File: src/rtl/regfile_pkg.sv
// Shared register-file types and sizes for the integer register file and its write-back path.
package regfile_pkg;

  localparam int unsigned XLEN   = 32;
  localparam int unsigned REG_AW = 5;
  localparam int unsigned N_REGS = 32;

  typedef logic [REG_AW-1:0] reg_addr_t;
  typedef logic [XLEN-1:0]   xlen_t;

endpackage

File: src/rtl/rr_arbiter.sv
// Round-robin arbiter: grants the first requester at or after the pointer, then moves the
// pointer one past the winner. Grants only while en is high.
module rr_arbiter #(
  parameter int unsigned N = 3
) (
  input  logic                 clk,
  input  logic                 reset,
  input  logic [N-1:0]         req,
  input  logic                 en,
  output logic [N-1:0]         gnt,
  output logic                 gnt_valid,
  output logic [$clog2(N)-1:0] gnt_idx
);

  localparam int unsigned IdxW = $clog2(N);

  logic [IdxW-1:0] ptr_q, ptr_d;

  always_comb begin
    int unsigned     cand;
    logic [IdxW-1:0] c;
    cand      = 0;
    c         = '0;
    gnt       = '0;
    gnt_valid = 1'b0;
    gnt_idx   = '0;
    for (int unsigned k = 0; k < N; k++) begin
      cand = k + {{(32-IdxW){1'b0}}, ptr_q};
      if (cand >= N) cand = cand - N;
      c = IdxW'(cand);
      if (en && !gnt_valid && req[c]) begin
        gnt_valid = 1'b1;
        gnt_idx   = c;
        gnt[c]    = 1'b1;
      end
    end
  end

  always_comb begin
    ptr_d = ptr_q;
    if (gnt_valid) begin
      ptr_d = (gnt_idx == IdxW'(N - 1)) ? '0 : gnt_idx + 1'b1;
    end
  end

  always_ff @(posedge clk) begin
    if (reset) ptr_q <= '0;
    else       ptr_q <= ptr_d;
  end

endmodule

File: src/rtl/regfile_wb_arbiter.sv
// Write-back arbiter for the register file's single write port; one round-robin grant per cycle.
// Define REGFILE_WB_FWD_EN to add the in-flight write forwarding mux on both read ports.
module regfile_wb_arbiter
  import regfile_pkg::*;
#(
  parameter int unsigned N_REQ = 3
) (
  input  logic                    clk,
  input  logic                    reset,
  input  logic [N_REQ-1:0]        req_valid,
  output logic [N_REQ-1:0]        req_ready,
  input  logic [REG_AW*N_REQ-1:0] req_rd,
  input  logic [XLEN*N_REQ-1:0]   req_data,
  input  logic                    wb_stall,
  output logic                    wb_write,
  output logic [REG_AW-1:0]       wb_rw,
  output logic [XLEN-1:0]         wb_rwd
`ifdef REGFILE_WB_FWD_EN
  ,
  input  logic [REG_AW-1:0]       rs1,
  input  logic [REG_AW-1:0]       rs2,
  input  logic [XLEN-1:0]         rf_rd1,
  input  logic [XLEN-1:0]         rf_rd2,
  output logic [XLEN-1:0]         fwd_rd1,
  output logic [XLEN-1:0]         fwd_rd2
`endif
);

  logic [N_REQ-1:0]         gnt;
  logic                     gnt_valid;
  logic [$clog2(N_REQ)-1:0] gnt_idx;
  reg_addr_t                sel_rd;
  xlen_t                    sel_data;

  logic      wb_write_q;
  reg_addr_t wb_rw_q;
  xlen_t     wb_rwd_q;

  rr_arbiter #(
    .N(N_REQ)
  ) u_arb (
    .clk       (clk),
    .reset     (reset),
    .req       (req_valid),
    .en        (!wb_stall && !reset),
    .gnt       (gnt),
    .gnt_valid (gnt_valid),
    .gnt_idx   (gnt_idx)
  );

  assign req_ready = gnt;
  assign sel_rd    = req_rd[REG_AW*gnt_idx +: REG_AW];
  assign sel_data  = req_data[XLEN*gnt_idx +: XLEN];

  // Address and data hold when idle; only the write strobe drops.
  always_ff @(posedge clk) begin
    if (reset) begin
      wb_write_q <= 1'b0;
      wb_rw_q    <= '0;
      wb_rwd_q   <= '0;
    end else if (gnt_valid) begin
      wb_write_q <= (sel_rd != '0);
      wb_rw_q    <= sel_rd;
      wb_rwd_q   <= sel_data;
    end else begin
      wb_write_q <= 1'b0;
    end
  end

  assign wb_write = wb_write_q;
  assign wb_rw    = wb_rw_q;
  assign wb_rwd   = wb_rwd_q;

`ifdef REGFILE_WB_FWD_EN
  assign fwd_rd1 = (wb_write_q && wb_rw_q == rs1 && rs1 != '0) ? wb_rwd_q : rf_rd1;
  assign fwd_rd2 = (wb_write_q && wb_rw_q == rs2 && rs2 != '0) ? wb_rwd_q : rf_rd2;
`endif

endmodule

File: config.mk
export PLATFORM = sky130hd
export DESIGN_NAME = regfile_wb_arbiter
export DESIGN_NICKNAME = d
export VERILOG_FILES = /design/src/rtl/regfile_pkg.sv /design/src/rtl/rr_arbiter.sv /design/src/rtl/regfile_wb_arbiter.sv
export SDC_FILE = /design/constraint.sdc
export NUM_CORES = 1
export LEC_CHECK = 0
export ABC_AREA = 1
export CAP_MARGIN = 15
export CORE_ASPECT_RATIO = 0.5
export CORE_MARGIN = 2
export CORE_UTILIZATION = 41
export CTS_CLUSTER_SIZE = 24
export DETAILED_ROUTE_END_ITERATION = 7
export PLACE_DENSITY = 0.88
export SLEW_MARGIN = 20
export SYNTH_ARGS = -nofsm -noshare
export SYNTH_HDL_FRONTEND = slang
export SYNTH_SLANG_ARGS = --single-unit
File: constraint.sdc
create_clock -name clk -period 4.55 [get_ports clk]
set_input_delay 0.91 -clock clk [delete_from_list [all_inputs] [get_ports clk]]
set_output_delay 0.91 -clock clk [all_outputs]
set_load 0.05 [all_outputs]
==> results.py <==
metrics = {
    "status": {
        "run_status": "complete, no violations",
    },
    "clock_tree": {
        "worst_case_clock_buffer_depth": 2,
        "post-cts-setup-buffer-count": 0,
        "post_cts.resized_instances": 0,
        "cts_buffers": 5,
        "tritoncts": "built",
        "cts.sink_count": 40,
        "clock_tree.root_cell": "sky130_fd_sc_hd__clkbuf_16",
        "clk_latency_ns": 0.28,
        "cts.clk_slew.worst_paths_ns": 0.06,
        "cts-htree-levels": 2,
        "cts_hold_buf": 0,
    },
    "layout": {
        "fillCellCount": 538,
        "design.final.nets": 675,
        "post_route_cells_drive_above_1_share_pct": 8.65,
        "post-route-util_pct": 70.6,
        "final-instance-count-excl-fill": 643,
        "design_area_um2": 4340,
        "antennaDiodeCount": 0,
        "flow.area_growth_from_synthesis_pct": 64.4,
    },
    "place": {
        "placedInstanceArea_um2": 4200,
        "placement.setup.worst_slack_ns": 0.628,
        "globalplace.congestion": 0.868,
        "placed_cells": 635,
        "post-dp-hpwl_um": 6270,
        "place.port_buffers": 157,
    },
    "yosys": {
        "avgSynthCellArea_um2": 6.40,
        "yosys-top-cells-area": "sky130_fd_sc_hd__dfxtp_1 30%, sky130_fd_sc_hd__nand2_1 19%, sky130_fd_sc_hd__a21oi_1 8.5%",
        "yosysTopAreaCellShare_pct": 30.3,
        "postSynthRegisterBits": 40,
        "yosys-top-cells-count": "136 x sky130_fd_sc_hd__nand2_1, 45 x sky130_fd_sc_hd__a21oi_1, 40 x sky130_fd_sc_hd__dfxtp_1",
        "netlist.top_cell.by_area": "sky130_fd_sc_hd__dfxtp_1",
        "syn_nets": 534,
        "postSynth.topFlopCell": "sky130_fd_sc_hd__dfxtp_1",
        "most_numerous_cell_in_the_yosys_netlist": "sky130_fd_sc_hd__nand2_1",
        "number_of_enable_flip_flop_cells_after_synthesis": 0,
        "mappedNetlistArea_um2": 2640,
        "post_syn_instances": 413,
        "synth_async_sr_flop_share_pct": 0,
        "seq_area_frac_synth_pct": 30.3,
        "netlist-cell-type-count": 30,
        "yosys_warnings": 0,
    },
    "worst_setup_path": {
        "crit_path_frequent_cell": "sky130_fd_sc_hd__clkdlybuf4s50_1",
        "cp-start-kind": "input pin",
        "critical_path.max_stage_delay_ns": 0.84,
        "worstSetupEndpointType": "output port",
        "critPathArrivalTime_ns": 3.03,
        "critical_path.slowest_cell": "sky130_fd_sc_hd__clkdlybuf4s50_1",
        "critical_path.cell_chain": "clkdlybuf4s50_1 > nor2_2 > nand2_2 > nor2_4 > nand2_4 > o221ai_1 > clkdlybuf4s50_1",
        "cp_data_required_time_ns": 3.64,
        "timing.setup.critical_path_class": "in -> out",
        "crit_path_max_fanout": 5,
    },
    "floorplan": {
        "die_w_um": 118,
        "die_height_um": 60.8,
        "core_region_area_um2": 6160,
        "num_rows": 20,
        "floorplan.die_area_um2": 7140,
        "start_util_pct": 42.9,
        "num_io_pins": 158,
    },
    "power_and_ir_drop": {
        "total_power_mw": 2.61,
        "pwr_density_cell_nw_per_um2": 601,
        "power.static_leakage_nw": 1.93,
        "highest_ir_drop_seen_on_vdd_mv": 0.359,
    },
    "sta": {
        "finalSetupTns_ns": 0,
        "fin_ws_ns": 0.612,
        "setup_repair_after_global_routing_missed_its_margin": "false",
        "timing_hold_violations_final": 0,
        "worst_pin_slew_ns": 0.695,
        "period_minus_slack_ns": 3.94,
        "slew_headroom_pct": 53.6,
        "worst_clock_skew_ns": 0.00416,
        "fmax_ghz": 0.254,
        "finalSetupViolCount": 0,
        "timing.final.max_slew_violations": 0,
        "fin_hold_ws_ns": 0.538,
        "post-route-period-util_pct": 86.6,
    },
    "route": {
        "final_antenna_net_count": 0,
        "via_count": 3252,
        "vias_per_cell": 5.06,
        "drt_first_iter_violations": 120,
        "totalWireLength_um": 9230,
        "route.detailed.wl_per_inst_um": 14.4,
        "detail_route.first_pass.iterations": 4,
        "drc_errors": 0,
    },
    "worst_hold_path": {
        "min-delay-path-class": "reg -> reg",
    },
    "grt": {
        "antenna_found_initial": 0,
        "grt_overflow_total": 0,
        "first_global_vias": 3070,
        "grt_first_pass_wirelength_um": 14600,
        "grt_max_degree": 39,
        "gr-usage-all-layers_pct": 25.3,
    },
    "run": {
        "timing.max_cap.violations": 0,
    },
}
-- final cells by class --
cell class              count  area [µm²]  share of cell area (%)
flip-flops and latches     40         801                    18.4
inverters                  29         110                    2.53
well taps                  88         110                    2.53
clock inverters             2        10.0                   0.230
multi-input cells         317        1560                    36.0
repair buffers            161        1610                    37.1
clock buffers               6         139                    3.20
-- power by group --
| part | internal, mW | switching, mW | total [mW] |
|---|---|---|---|
| Sequential | 0.499 | 0.0767 | 0.576 |
| Clock | 0.216 | 0.140 | 0.356 |
| Combinational | 0.567 | 1.11 | 1.68 |
-- state kept, by name, summed over array words and instances, names as in the netlist --
register     flops
u_arb.ptr_q      2
wb_rw            5
wb_rwd          32
wb_write         1
-- critical path, delay by kind of cell --
kind	cells	cell delay [ns]
and+or+nand+nor	4	0.58
buffers and inverters	2	1.30
AOI/OAI and AO/OA	1	0.22
-- kinds of logic (layout without fill, tap and decap cells) --
logic type,count (synthesis),after routing,synth area share [%]
adders and majority gates,4,4,1.89
buffers and inverters,56,198,10.6
muxes,1,1,0.379
and+or+nand+nor,200,200,34.7
DFF,40,40,30.3
AOI/OAI and AO/OA,112,112,22.2
-- placed cells by master (no fill, tap or decap), types with 3 or more instances in the layout --
master	netlist	routed
sky130_fd_sc_hd__clkdlybuf4s50_1	0	156
sky130_fd_sc_hd__nand2_1	136	136
sky130_fd_sc_hd__a21oi_1	45	45
sky130_fd_sc_hd__dfxtp_1	40	40
sky130_fd_sc_hd__o21ai_1	29	29
sky130_fd_sc_hd__o21ai_0	29	29
sky130_fd_sc_hd__nand3_1	28	28
sky130_fd_sc_hd__inv_1	23	23
sky130_fd_sc_hd__nand2_2	15	15
sky130_fd_sc_hd__nor2_1	6	6
sky130_fd_sc_hd__inv_2	5	5
sky130_fd_sc_hd__o21bai_1	5	5
sky130_fd_sc_hd__clkbuf_16	0	5
sky130_fd_sc_hd__nand3_2	4	4
sky130_fd_sc_hd__nand2_4	4	4
sky130_fd_sc_hd__ha_1	4	4
sky130_fd_sc_hd__buf_4	3	4
sky130_fd_sc_hd__clkinv_2	1	3
-- worst paths after layout --
check	startpoint	endpoint	slack [ns]	cells after the start
worst min-delay path	wb_rwd[2]	wb_rwd[2]	0.54	2
worst max register to register	u_arb.ptr_q[0]	wb_write	1.30	17
worst min register to register	wb_rwd[2]	wb_rwd[2]	0.54	2
worst max-delay path	reset	req_ready[1]	0.61	7
-- per-layer routing --
layer  GRT usage [%]  vias up  wire, µm
met5               0        -         0
met4            9.29        0       214
met3            6.20       18       608
met2            48.0      132      4510
met1            28.9     1465      3900
li1                -     1637         -
No activity file was read; power rests on OpenSTA's default activity.
